<file path="config.mk">
export PLATFORM = sky130hd
export DESIGN_NAME = addsub_flag_unit
export DESIGN_NICKNAME = d
export VERILOG_FILES = /design/src/rtl/addsub_flag_unit_pkg.sv /design/src/rtl/addsub_flag_unit_chunk.sv /design/src/rtl/addsub_flag_unit.sv
export SDC_FILE = /design/constraint.sdc
export NUM_CORES = 1
export LEC_CHECK = 0
export ABC_AREA = 1
export BUFFER_PORTS_ARGS = -buffer_cell sky130_fd_sc_hd__buf_2
export CAP_MARGIN = 20
export CORE_ASPECT_RATIO = 0.5
export CORE_MARGIN = 10
export CORE_UTILIZATION = 40
export DETAILED_ROUTE_END_ITERATION = 16
export MAX_ROUTING_LAYER = met4
export PLACE_DENSITY = 0.6
export RECOVER_POWER = 100
export SYNTH_ARGS = -nofsm -noshare
export SYNTH_HDL_FRONTEND = slang
export SYNTH_SLANG_ARGS = --single-unit
</file>
<file path="constraint.sdc">
create_clock -name clk -period 3.8 [get_ports clk]
set_input_delay 0.38 -clock clk [delete_from_list [all_inputs] [get_ports clk]]
set_output_delay 0.38 -clock clk [all_outputs]
set_load 0.05 [all_outputs]
</file>
<file path="src/rtl/addsub_flag_unit_pkg.sv">
// Shared definitions for the chunked add/sub unit and the
// compare/branch stage that consumes its flags.
package addsub_flag_unit_pkg;

  typedef enum logic [1:0] {
    ST_IDLE = 2'd0,
    ST_RUN  = 2'd1,
    ST_DONE = 2'd2
  } state_e;

  localparam int FLAG_Z = 0;
  localparam int FLAG_V = 1;
  localparam int FLAG_N = 2;

  typedef struct packed {
    logic n;
    logic v;
    logic z;
  } flags_t;

  function automatic flags_t calc_flags(
    input logic msb,
    input logic zero,
    input logic c_msb,
    input logic c_out,
    input logic sgn,
    input logic is_sub
  );
    flags_t f;
    f.z = zero;
    f.v = 1'b0;
    f.n = 1'b0;
    priority case (1'b1)
      sgn: begin
        f.v = c_msb ^ c_out;
        f.n = msb ^ f.v;
      end
      // unsigned subtract: no carry out means a borrow, i.e. A < B
      is_sub: begin
        f.v = ~c_out;
        f.n = ~c_out;
      end
      default: f.v = c_out;
    endcase
    return f;
  endfunction

endpackage

</file>
<file path="src/rtl/addsub_flag_unit_chunk.sv">
// One CHUNK-bit slice of the adder; the top reuses it for every
// chunk of the operands, LSB chunk first.
module addsub_chunk #(
  parameter int CHUNK = 8
) (
  input  logic [CHUNK-1:0] a_i,
  input  logic [CHUNK-1:0] b_i,
  input  logic             cin_i,
  output logic [CHUNK-1:0] sum_o,
  output logic             cout_o,
  output logic             c_msb_o
);

  logic [CHUNK:0] full;

  assign full    = {1'b0, a_i} + {1'b0, b_i} + {{CHUNK{1'b0}}, cin_i};
  assign sum_o   = full[CHUNK-1:0];
  assign cout_o  = full[CHUNK];
  assign c_msb_o = full[CHUNK-1] ^ a_i[CHUNK-1] ^ b_i[CHUNK-1];

endmodule

</file>
<file path="src/rtl/addsub_flag_unit.sv">
// Multi-cycle add/subtract with Z/V/N flags, CHUNK bits per clock,
// carry held in a register between chunks.
module addsub_flag_unit
  import addsub_flag_unit_pkg::*;
#(
  parameter int WIDTH = 32,
  parameter int CHUNK = 8
) (
  input  logic             clk,
  input  logic             rst,
  input  logic             start,
  input  logic             sub,
  input  logic             signed_op,
  input  logic [WIDTH-1:0] a,
  input  logic [WIDTH-1:0] b,
  output logic             busy,
  output logic             done,
  output logic [WIDTH-1:0] result,
  output logic             z,
  output logic             v,
  output logic             n
);

  localparam int NCH = WIDTH / CHUNK;
  localparam int IW  = (NCH > 1) ? $clog2(NCH) : 1;
  localparam logic [IW-1:0] LAST = IW'(NCH - 1);

  state_e           state_q, state_d;
  logic [IW-1:0]    idx_q, idx_d;
  logic [WIDTH-1:0] a_q, a_d;
  logic [WIDTH-1:0] b_q, b_d;
  logic [WIDTH-1:0] part_q, part_d;
  logic [WIDTH-1:0] result_q, result_d;
  logic             carry_q, carry_d;
  logic             sub_q, sub_d;
  logic             sgn_q, sgn_d;
  flags_t           flg_q, flg_d;

  logic [31:0]      off;
  logic [CHUNK-1:0] ca, cb, csum;
  logic             cout, cmsb;

  assign off = 32'(idx_q) * 32'(CHUNK);
  assign ca  = a_q[off +: CHUNK];
  assign cb  = b_q[off +: CHUNK];

  addsub_chunk #(
    .CHUNK(CHUNK)
  ) u_chunk (
    .a_i    (ca),
    .b_i    (cb),
    .cin_i  (carry_q),
    .sum_o  (csum),
    .cout_o (cout),
    .c_msb_o(cmsb)
  );

  always_comb begin
    state_d  = state_q;
    idx_d    = idx_q;
    a_d      = a_q;
    b_d      = b_q;
    part_d   = part_q;
    result_d = result_q;
    carry_d  = carry_q;
    sub_d    = sub_q;
    sgn_d    = sgn_q;
    flg_d    = flg_q;
    unique case (state_q)
      ST_IDLE, ST_DONE: begin
        state_d = ST_IDLE;
        if (start) begin
          state_d = ST_RUN;
          idx_d   = '0;
          a_d     = a;
          b_d     = sub ? ~b : b;
          carry_d = sub;
          sub_d   = sub;
          sgn_d   = signed_op;
        end
      end
      ST_RUN: begin
        part_d[off +: CHUNK] = csum;
        carry_d = cout;
        if (idx_q == LAST) begin
          state_d  = ST_DONE;
          result_d = part_d;
          flg_d    = calc_flags(part_d[WIDTH-1], part_d == '0,
                                cmsb, cout, sgn_q, sub_q);
        end else begin
          idx_d = idx_q + 1'b1;
        end
      end
      default: state_d = ST_IDLE;
    endcase
  end

  always_ff @(posedge clk) begin
    if (rst) begin
      state_q  <= ST_IDLE;
      idx_q    <= '0;
      a_q      <= '0;
      b_q      <= '0;
      part_q   <= '0;
      result_q <= '0;
      carry_q  <= 1'b0;
      sub_q    <= 1'b0;
      sgn_q    <= 1'b0;
      flg_q    <= '0;
    end else begin
      state_q  <= state_d;
      idx_q    <= idx_d;
      a_q      <= a_d;
      b_q      <= b_d;
      part_q   <= part_d;
      result_q <= result_d;
      carry_q  <= carry_d;
      sub_q    <= sub_d;
      sgn_q    <= sgn_d;
      flg_q    <= flg_d;
    end
  end

  assign busy   = (state_q == ST_RUN);
  assign done   = (state_q == ST_DONE);
  assign result = result_q;
  assign z      = flg_q.z;
  assign v      = flg_q.v;
  assign n      = flg_q.n;

endmodule
</file>
* After elaboration in Yosys (flattened, before gate mapping)
Cells that the tools add are included.
** Storage, ports and cells
- Word-level logic and storage cells :: 54
- Register bits :: 138
- Input port bits :: 69
- Output and inout port bits :: 37
** Operators by class
- Shift operators :: 4
- Muxes and demuxes :: 14
- $add $sub $neg :: 4
- Bitwise gates (word level) :: 6
- Reductions and logical operators :: 8
- Eq/ne operators :: 6
** Operator list (number)
- 32-bit by 6-bit variable part select with 8-bit output :: 2
- 5-bit negator with 34-bit output :: 1
- 8-bit by 34-bit variable shift with 32-bit output (first input constant) :: 1
- 8-bit by 34-bit variable part select with 32-bit output :: 1
- 32-bit bitwise mux :: 1
- 32-bit logical NOT :: 1
- 32-bit two-way mux :: 1
- 32-bit NOT :: 1
- 8-bit by 8-bit adder with 9-bit output :: 1
- 9-bit by 1-bit adder with 9-bit output :: 1
- 2-bit one-hot mux with 2 select lines :: 2
- 1-bit two-way mux :: 6
- 2-bit two-way mux :: 3
- 2-bit AND reduction :: 3
- 2-bit == test (second input constant) :: 2
- 2-bit inequality test (second input constant) :: 2
- 1-bit XOR :: 4
- 3-bit AND reduction :: 1
- 2-bit by 1-bit adder with 2-bit output (second input constant) :: 1
- 2-bit by 1-bit == test with 1-bit output (second input constant) :: 1
- 2-bit logical NOT :: 1
- 2-bit by 1-bit inequality test with 1-bit output (second input constant) :: 1
- 1-bit one-hot mux with 2 select lines :: 1
- 2-bit nonzero test :: 1
- other kinds (2) :: 2

* Logic depth before layout (Yosys ltp)
Gate-level depths: netlist (run 1).
- Depth after elaboration :: 8
- Depth in mapped cells :: 22
- Mapped depth without buffers :: 19

* Modules after synthesis
From an unflattened synthesis (run 1), not the netlist that was laid out.
** Unflattened totals
- Cell total of the unflattened synthesis :: 949
- Area, all modules :: 6780.3 um^2
** By module, submodules not included
- addsub_flag_unit :: area each 6401.1 um^2, cells an instance 893, seq. area each 2762.6 um^2, times used 1
- addsub_chunk :: area each 379.1 um^2, cells an instance 56, seq. area each 0.0 um^2, times used 1

* Worst setup path before layout (run 1)
OpenSTA, ideal clock, no wires.
- Path kind :: register to register
- Start point :: reg idx_q[0]
- End point :: reg flg_q (netlist bit z)
- Setup time :: 71 ps
- Arrival :: 3044 ps
- Clock period less this slack :: 3115 ps
- Stages on the path, launching flop included :: 22
- Required time :: 3729 ps
- Slack :: 685 ps
- Buffers on the path :: 4
- Cells stage by stage :: dfxtp_1 -> buf_6 -> buf_6 -> clkbuf_1 -> clkbuf_1 -> nor2_1 -> o22ai_1 -> fa_1 -> inv_1 -> fa_1 -> nor2_1 -> nand3_1 -> nand2_1 -> nor2_1 -> nand2_1 -> nor2_1 -> nand3_1 -> nor2_1 -> nand3_1 -> nor2_1 -> nand4_1 -> a21oi_1
** On the way
- Longest elaborated chain between the ends :: 6
- Elaborated cells on any way between the ends :: 11
- Classes of those cells :: add/sub (3); eq/ne (1); shift (4); mux (1); reduce/logical (2)
** RTL lines
- start, declared :: line addsub_flag_unit.sv:29 : logic [IW-1:0] idx_q, idx_d;
- start signal, assigned :: line addsub_flag_unit.sv:112 : idx_q <= idx_d;
- 32-bit by 6-bit variable part select with 8-bit output (on tied branches) :: line addsub_flag_unit.sv:44, addsub_flag_unit.sv:45
- 8-bit by 8-bit adder with 9-bit output :: line addsub_flag_unit_chunk.sv:16 : assign full = {1'b0, a_i} + {1'b0, b_i} + {{CHUNK{1'b0}}, cin_i};
- 9-bit by 1-bit adder with 9-bit output :: line addsub_flag_unit_chunk.sv:16
- 8-bit by 34-bit variable part select with 32-bit output :: line addsub_flag_unit.sv:83 : part_d[off +: CHUNK] = csum;
- 32-bit bitwise mux :: line addsub_flag_unit.sv:83
- 32-bit logical NOT :: line addsub_flag_unit.sv:88 : flg_d = calc_flags(part_d[WIDTH-1], part_d == '0,
- end signal, assigned :: line addsub_flag_unit.sv:120 : flg_q <= flg_d;
- end, declared :: line addsub_flag_unit.sv:37 : flags_t flg_q, flg_d;
Several ways; a longest one is shown, not always the timed one.
A chain may end at the register's enable or synchronous reset.

* Worst setup path after layout (run 1)
Same ends and word-level chain as after synthesis.

==> out/metrics.csv, run 1 <==
stage,metric,value,unit
outcome,status,"complete, but fails checks",
outcome,violated checks,"max-capacitance violations, max-slew violations",
synth,Synth Cell Area,0.00682,mm²
clock_network,hold_buf cts,0,
finish,final instance area,0.00799,mm²
die,die width,205,µm
clock_network,cells resized by post-CTS repair,0,
clock_network,CTS Root Cell,clkbuf_16,
timing,fin crit period,3.34,ns
clock_network,worst-case clock buffer depth,2,
global_routing,total track usage,0.176,
timing,# setup viols final,0,
routing,DR vias/cell,4.95,
clock_network,worst skew pair latency,0.42,ns
power_and_ir_drop,internal power,0.00285,W
synth,sequential area share after synthesis,0.405,
hold_path,WHS Path Cells,3,
synth,"FFs w/ async S/R, synth",0,
die,row count,33,
routing,wire length per cell,15.5,µm
finish,filler cell count,1733,
critical_path,worst flop-to-flop path endpoint,z,
synth,Post-Synthesis Cells,970,
routing,first-pass iteration count of the detailed router,5,
global_routing,largest net degree at the start of global routing,58,
timing,clk_skew,0.0124,ns
power_and_ir_drop,Sw Ratio,0.323,
critical_path,R2R Setup Slk,0.46,ns
finish,"leading cell type in the layout, fill and taps excluded",nor2_1,
global_routing,global-route wire length before repair,32200,µm
power_and_ir_drop,combinational share of power,0.213,
power_and_ir_drop,Lkg Pwr,3.81,nW
synth,"Primary FF master, synth",dfxtp_1,
place,port bufs,105,
routing,vias,6361,
critical_path,CP Class,flop to flop,
die,Starting Density,0.412,
finish,layout cell share with drive strength beyond 1,0.119,
routing,DRT iter0 DRCs,501,
timing,Worst-Margin Slew,1.71,ns
global_routing,vias in the first global route,6146,
power_and_ir_drop,clock share of power,0.404,
timing,RSZ-0062 raised after global routing,no,
synth,Synth warnings,0,
timing,Fin Setup TNS,0,ns
timing,headroom to the max-slew limit,-0.143,
power_and_ir_drop,share of power burned in registers,0.383,
clock_network,CTS Buf Count,17,
synth,"EDFF count, synth",0,
clock_network,CTS H-tree depth,4,
finish,fin util,0.483,
critical_path,crit path DAT,3.61,ns
place,GPL Wtd Cong,0.901,
routing,DRT antenna net count,0,
critical_path,critical path required time,4.07,ns
clock_network,Post-CTS Setup Bufs,0,
finish,synthesis-to-finish area growth,17.3,%
power_and_ir_drop,Sw Pwr,0.00136,W
clock_network,clock sink count,138,
routing,DRC viols,0,
run,maxcap violations,1,
synth,Cell variety after synth,36,
clock_network,CTS tree,built,
timing,"Hold Violations, Final",0,
die,core region area,0.0166,mm²
global_routing,GRT overflow,0,
hold_path,Worst Hold Class,primary input to flop,
power_and_ir_drop,Worst VDD drop,0.000341,V
die,die area,0.0230,mm²
synth,syn avg cell area,7.03,µm²
timing,final worst-path cycle share,0.880,
routing,final WL,19900,µm
place,Placement Cell Area,0.00746,mm²
global_routing,initial antenna violation count,0,
hold_path,worst hold path endpoint,a_q[7],
critical_path,reg2reg start,idx_q[0],
timing,highest clock rate,0.299,GHz
power_and_ir_drop,pwr dens,527,mW/mm²
synth,synthesized flop and latch total,138,
critical_path,CP endpoint kind,flop,
clock_network,Worst-path clk slew,0.06,ns
hold_path,worst hold path startpoint,a[7],
synth,post-synth net total,1055,
timing,Final Slew Violations,38,
place,hpwl dp,14400,µm
die,Vert. Die Dim,112,µm
finish,nets,1130,
finish,most frequent cells in the layout,"151 x nor2_1, 140 x o21ai_0, 138 x dfxtp_1, 129 x nand2_1, 126 x inv_1",
die,Top Ports,106,
critical_path,startpoint type of the worst setup path,flop,
critical_path,CP max FO,41,
critical_path,reg2reg path depth,18,
finish,Inserted Diodes,0,
-- power groups by stage --
stage / clock (W) / combinational (W) / sequential, W
after floorplan: 0 / 0.000643 / 0.00163
after global placement: 0 / 0.000882 / 0.00164
after detailed placement: 0 / 0.000892 / 0.00164
after CTS: 0.00173 / 0.000898 / 0.00161
after global routing: 0.00179 / 0.00102 / 0.00162
final: 0.00170 / 0.000895 / 0.00161
-- registers in the layout (all words and copies together) (netlist names) --
| name | flops |
|---|---|
| idx_q | 2 |
| part_q | 32 |
| result | 32 |
| carry_q | 1 |
| v | 1 |
| a_q | 32 |
| sgn_q | 1 |
| n | 1 |
| z | 1 |
| state_q | 2 |
| b_q | 32 |
| sub_q | 1 |
-- critical path, stage by stage (launching register included) --
cell and delay, ns:
dfxtp_1 0.57, inv_4 0.25, o21ai_0 0.24, o22ai_1 0.13, fa_1 0.39, inv_1 0.09, fa_1 0.44, nor2_1 0.25
nand3_1 0.16, nand2_1 0.12, nor2_1 0.05, nand2_1 0.09, nor2_1 0.04, nand3_1 0.07, nor2_1 0.05, nand3_1 0.06
nor2_1 0.05, nand4_1 0.06, a21oi_1 0.07
-- per-stage QoR --
| step | cells | setup slack (ns) | power [W] | hold slack (ns) |
|---|---|---|---|---|
| final | 1285 | 0.456 | 0.00421 | 0.209 |
| after global routing | 1285 | 0.124 | 0.00443 | 0.224 |
| after CTS | 1285 | 0.488 | 0.00424 | 0.204 |
| after detailed placement | 1253 | 0.505 | 0.00253 | 0.468 |
| after global placement | 1253 | 0.616 | 0.00252 | 0.462 |
| after floorplan | 970 | 0.685 | 0.00228 | 0.450 |
-- worst max-delay path by stage --
stage,startpoint,end,slack [ns],cells past startpoint
detailed placement,idx_q[1],z,0.50,19
finish,idx_q[0],z,0.46,18
global placement,idx_q[1],z,0.62,19
CTS,idx_q[1],z,0.49,19
global route,idx_q[0],z,0.12,18
floorplan,idx_q[0],z,0.69,21
-- final cells by class --
class | count | area, µm² | area share
Clock buffer | 18 | 439 | 0.0549
Clock inverter | 14 | 159 | 0.0199
Inverter | 131 | 498 | 0.0623
Multi-Input combinational cell | 641 | 3300 | 0.413
Sequential cell | 138 | 2760 | 0.346
Tap cell | 227 | 284 | 0.0355
Timing Repair Buffer | 116 | 549 | 0.0687
-- cells in the mapped netlist, types with 14 or more instances --
master	n	area share
o211ai_1	27	0.030
nand3_1	32	0.023
ha_1	14	0.026
inv_1	128	0.070
nand2_1	128	0.070
a21oi_1	57	0.042
nor2_1	150	0.083
xnor2_1	32	0.041
dfxtp_1	138	0.41
o21ai_0	136	0.10
clkbuf_1	47	0.026
-- layer usage --
layer | vias to the layer above | share of wire | global-route usage
met2 | 159 | 0.44 | 0.264
met1 | 2919 | 0.51 | 0.242
li1 | 3272 | - | -
met5 | - | 0 | -
met4 | 0 | 0.0075 | 0.0407
met3 | 11 | 0.045 | 0.0299
-- cells by family after synthesis --
group	share of synthesized area
buf+inv	0.110
xor+xnor	0.0435
fa+ha+maj	0.0316
simple gates	0.203
flops	0.405
compound gates	0.207
(Power assumes the default switching activity.)
==> run 2: changes to the inputs <==
- PLACE_DENSITY: 0.6 -> 0.62
==> run 2 against run 1 <==
  * The run still ends with max-capacitance violations, max-slew violations left
  * Sequential power about the same
  * Combinational power barely moved
  * Count of clock-buffer cells in the layout is 2 higher
  * Final area down 0.45%
  * Power is 2.4% lower
  * Global-route usage down 0.13 points
  * Routed wire length increased by 0.10%
  * Utilization is 0.22 points lower
  * Register-to-register slack is essentially flat
  * Die area unchanged
  * Highest routed layer unchanged
==> out/metrics.csv, run 2 (synthesis gave the netlist of run 1 again) <==
stage,metric,value,unit
outcome,status,"complete, but fails checks",
outcome,violated checks,"max-capacitance violations, max-slew violations",
clock_network,CTS tree,built,
timing,Fin Setup TNS,0,ns
finish,"leading cell type in the layout, fill and taps excluded",nor2_1,
clock_network,CTS Root Cell,clkbuf_16,
clock_network,clock sink count,138,
finish,nets,1129,
die,core region area,0.0166,mm²
global_routing,global-route wire length before repair,32000,µm
routing,final WL,19900,µm
clock_network,CTS H-tree depth,4,
timing,"Hold Violations, Final",0,
die,Vert. Die Dim,112,µm
timing,Final Slew Violations,72,
finish,fin util,0.481,
place,GPL Wtd Cong,0.896,
timing,Setup WS post-layout,0.458,ns
finish,layout cell share with drive strength beyond 1,0.113,
die,row count,33,
timing,fin crit period,3.34,ns
timing,final worst-path cycle share,0.879,
run,maxcap violations,2,
timing,clk_skew,0.0129,ns
routing,DR vias/cell,5.01,
clock_network,worst skew pair latency,0.42,ns
finish,most frequent cells in the layout,"149 x nor2_1, 140 x o21ai_0, 138 x dfxtp_1, 129 x inv_1, 129 x nand2_1",
critical_path,CP endpoint kind,flop,
routing,DRT antenna net count,0,
clock_network,cells resized by post-CTS repair,0,
place,port bufs,105,
finish,synthesis-to-finish area growth,16.7,%
critical_path,startpoint type of the worst setup path,flop,
die,die width,205,µm
die,Top Ports,106,
power_and_ir_drop,pwr dens,517,mW/mm²
routing,wire length per cell,15.5,µm
timing,headroom to the max-slew limit,-0.447,
timing,Worst-Margin Slew,2.17,ns
finish,Inserted Diodes,0,
routing,vias,6432,
hold_path,Worst Hold Class,primary input to flop,
global_routing,total track usage,0.175,
place,dpl ws,0.511,ns
global_routing,GRT overflow,0,
die,die area,0.0230,mm²
clock_network,hold_buf cts,0,
place,Placement Cell Area,0.00746,mm²
finish,final instance area,0.00796,mm²
timing,RSZ-0062 raised after global routing,no,
clock_network,Worst-path clk slew,0.06,ns
power_and_ir_drop,Worst VDD drop,0.000381,V
clock_network,worst-case clock buffer depth,2,
critical_path,CP Class,flop to flop,
clock_network,CTS Buf Count,17,
critical_path,critical path required time,4.06,ns
power_and_ir_drop,Lkg Pwr,3.78,nW
critical_path,CP max FO,58,
timing,# setup viols final,0,
place,hpwl dp,14400,µm
global_routing,initial antenna violation count,0,
critical_path,crit path DAT,3.60,ns
routing,DRC viols,0,
global_routing,vias in the first global route,6028,
clock_network,Post-CTS Setup Bufs,0,
die,Starting Density,0.412,
global_routing,largest net degree at the start of global routing,59,
timing,highest clock rate,0.299,GHz
routing,DRT iter0 DRCs,411,
routing,first-pass iteration count of the detailed router,5,
## run 2: final cells by class
cell class | count | area, µm²
Tap cell | 227 | 284
Fill cell | 1717 | 8600
Timing Repair Buffer | 115 | 552
Inverter | 131 | 494
Multi-Input combinational cell | 641 | 3300
Sequential cell | 138 | 2760
Clock inverter | 12 | 115
Clock buffer | 20 | 447
## run 2: where the power goes
part           internal, W  switching (W)  leakage, nW
Combinational     0.000301       0.000596         2.38
Sequential         0.00155      0.0000622         1.13
Clock             0.000926       0.000675        0.268
Total              0.00278        0.00133         3.78
## run 2: final timing paths
check	from	endpoint	slack (ns)	depth (start not counted)
worst max-delay path	state_q[0]	b_q[7]	0.46	7
worst min-delay path	a[19]	a_q[19]	0.21	3
worst max register to register	state_q[0]	b_q[7]	0.46	7
worst min register to register	sub_q	sub_q	0.47	2
## run 2: metrics by stage
stage | instances | total power [W] | hold WS [ns]
2_1_floorplan | 970 | 0.00228 | 0.450
3_3_place_gp | 1252 | 0.00252 | 0.464
3_5_place_dp | 1252 | 0.00253 | 0.468
4_1_cts | 1284 | 0.00414 | 0.200
5_1_grt | 1284 | 0.00433 | 0.222
6_report | 1284 | 0.00411 | 0.206
## run 2: per-layer routing
layer  routed length, µm  global-route usage  part of all wire
met1               10200               0.246              0.51
met4                 267              0.0486             0.013
met5                   0                   -                 0
met3                 758              0.0296             0.038
met2                8730               0.252              0.44
## run 2: worst max-delay path, stage by stage (launching register included)
cell and delay [ns]:
dfxtp_1 0.34, inv_1 0.06, nand2_1 0.05, clkbuf_1 0.94, inv_1 0.93, buf_4 0.53
o21ai_0 0.22, a21oi_1 0.06
==> run 3: changes to the inputs <==
- CORE_UTILIZATION: 40 -> 45
- PLACE_DENSITY: 0.62 -> 0.68
==> run 3 against run 2 <==
  * The flow still finishes with violations (max-capacitance violations, max-slew violations)
  * First-iteration DRC count is 37% higher
  * Hold slack better by 0.0043 ns
  * Clock skew hardly changed
  * Largest cell class unchanged
  * Sequential share of layout area is 0.093 points higher
  * Power is 0.84% higher
  * Combinational power hardly changed
  * Clock power is 2% higher
  * Register-to-register slack better by 0.14 ns
  * Critical endpoint is now result[29]
==> out/metrics.csv, run 3 (synthesis gave the netlist of run 1 again) <==
stage,metric,value,unit
routing,DRT antenna net count,0,
clock_network,hold_buf cts,0,
die,core region area,0.0147,mm²
timing,highest clock rate,0.309,GHz
critical_path,crit path DAT,3.55,ns
clock_network,CTS H-tree depth,4,
critical_path,CP max FO,48,
place,port bufs,105,
timing,"Hold Violations, Final",0,
global_routing,initial antenna violation count,0,
routing,final WL,19300,µm
routing,DR vias/cell,5.06,
finish,Inserted Diodes,0,
clock_network,CTS Root Cell,clkbuf_16,
power_and_ir_drop,internal power,0.00282,W
timing,final worst-path cycle share,0.850,
timing,# setup viols final,0,
routing,wire length per cell,15.4,µm
global_routing,vias in the first global route,6040,
power_and_ir_drop,combinational share of power,0.217,
timing,RSZ-0062 raised after global routing,no,
finish,"leading cell type in the layout, fill and taps excluded",nor2_1,
timing,Worst-Margin Slew,1.71,ns
timing,Fin Setup TNS,0,ns
global_routing,total track usage,0.187,
die,Top Ports,106,
power_and_ir_drop,share of power burned in registers,0.388,
timing,fin crit period,3.23,ns
critical_path,CP endpoint kind,flop,
die,die width,194,µm
hold_path,Worst Hold Class,primary input to flop,
clock_network,cells resized by post-CTS repair,0,
finish,final instance area,0.00794,mm²
power_and_ir_drop,Lkg Pwr,3.79,nW
finish,"non-filler cells, final",1256,
timing,Final Slew Violations,38,
global_routing,largest net degree at the start of global routing,68,
routing,DRC viols,0,
routing,first-pass iteration count of the detailed router,5,
power_and_ir_drop,pwr dens,522,mW/mm²
critical_path,critical path required time,4.12,ns
hold_path,WHS Path Cells,3,
run,maxcap violations,1,
place,Inst Count DP,1225,
outcome,violated checks,"max-capacitance violations, max-slew violations",
clock_network,clock sink count,138,
clock_network,CTS tree,built,
clock_network,CTS Buf Count,17,
critical_path,CP Class,primary input to flop,
outcome,status,"complete, but fails checks",
power_and_ir_drop,Sw Pwr,0.00133,W
clock_network,worst skew pair latency,0.42,ns
clock_network,worst-case clock buffer depth,2,
power_and_ir_drop,clock share of power,0.395,
place,dpl ws,0.708,ns
finish,most frequent cells in the layout,"152 x nor2_1, 138 x o21ai_0, 138 x dfxtp_1, 129 x nand2_1, 128 x inv_1",
die,die area,0.0208,mm²
critical_path,Critical-path top delay cell,clkbuf_1,
power_and_ir_drop,Worst VDD drop,0.000320,V
finish,synthesis-to-finish area growth,16.4,%
power_and_ir_drop,Sw Ratio,0.320,
place,Placement Cell Area,0.00743,mm²
critical_path,reg2reg path depth,19,
timing,headroom to the max-slew limit,-0.142,
hold_path,worst hold path startpoint,a[1],
critical_path,worst-path cell chain,clkbuf_1 -> inv_1 -> clkbuf_2 -> o21ai_0 -> o21bai_1 -> inv_1,
critical_path,CP most frequent cell,inv_1,
critical_path,reg2reg start,idx_q[0],
finish,Multi-input gate area,0.00330,mm²
place,hpwl dp,14000,µm
finish,FF/Latch Area,0.00276,mm²
die,row count,31,
critical_path,CP startpoint,rst,
clock_network,Worst-path clk slew,0.06,ns
critical_path,startpoint type of the worst setup path,primary input,
global_routing,GRT overflow,0,
routing,vias,6358,
routing,DRT iter0 DRCs,564,
global_routing,global-route wire length before repair,31400,µm
critical_path,"slowest stage delay, CP",1.05,ns
finish,layout cell share with drive strength beyond 1,0.114,
place,GPL Wtd Cong,0.904,
die,Vert. Die Dim,107,µm
finish,filler cell count,1438,
clock_network,Post-CTS Setup Bufs,0,
die,Starting Density,0.465,
finish,nets,1131,
timing,clk_skew,0.0131,ns
timing,Setup WS post-layout,0.568,ns
## run 3: layout make-up
class | instances | area share
inverter | 131 | 0.0623
clock buffer | 18 | 0.0541
clock inverter | 13 | 0.0186
tap | 198 | 0.0312
timing repair buffer | 117 | 0.0700
multi-input combinational | 641 | 0.416
sequential | 138 | 0.348
## run 3: worst paths after layout
check / to / slack [ns]
worst max-delay path: result[29] / 0.57
worst min-delay path: a_q[1] / 0.21
worst max register to register: z / 0.60
worst min register to register: v / 0.47
## run 3: layer usage
layer  track usage  routed length [µm]  part of all wire
met3        0.0323                 899             0.047
met5             -                   0                 0
met2         0.281                8320              0.43
met4        0.0480                 184            0.0095
met1         0.256                9900              0.51
## run 3: power groups by stage
| stage | Combinational (W) | Clock, W | Sequential [W] |
|---|---|---|---|
| 2_1_floorplan | 0.000643 | 0 | 0.00163 |
| 3_3_place_gp | 0.000885 | 0 | 0.00164 |
| 3_5_place_dp | 0.000893 | 0 | 0.00164 |
| 4_1_cts | 0.000899 | 0.00166 | 0.00161 |
| 5_1_grt | 0.00102 | 0.00172 | 0.00162 |
| 6_report | 0.000899 | 0.00164 | 0.00161 |
## run 3: worst max-delay path: cells and delay by family
kind                   cells  cell delay (ns)
AOI/OAI and AO/OA          2             0.37
buffers and inverters      4             2.79
## run 3: stage by stage
stage | hold WS, ns | util | total power [W]
floorplan | 0.450 | - | 0.00228
global placement | 0.455 | 0.507 | 0.00252
detailed placement | 0.456 | 0.507 | 0.00253
CTS | 0.204 | 0.546 | 0.00417
global route | 0.217 | 0.541 | 0.00436
finish | 0.210 | 0.541 | 0.00414
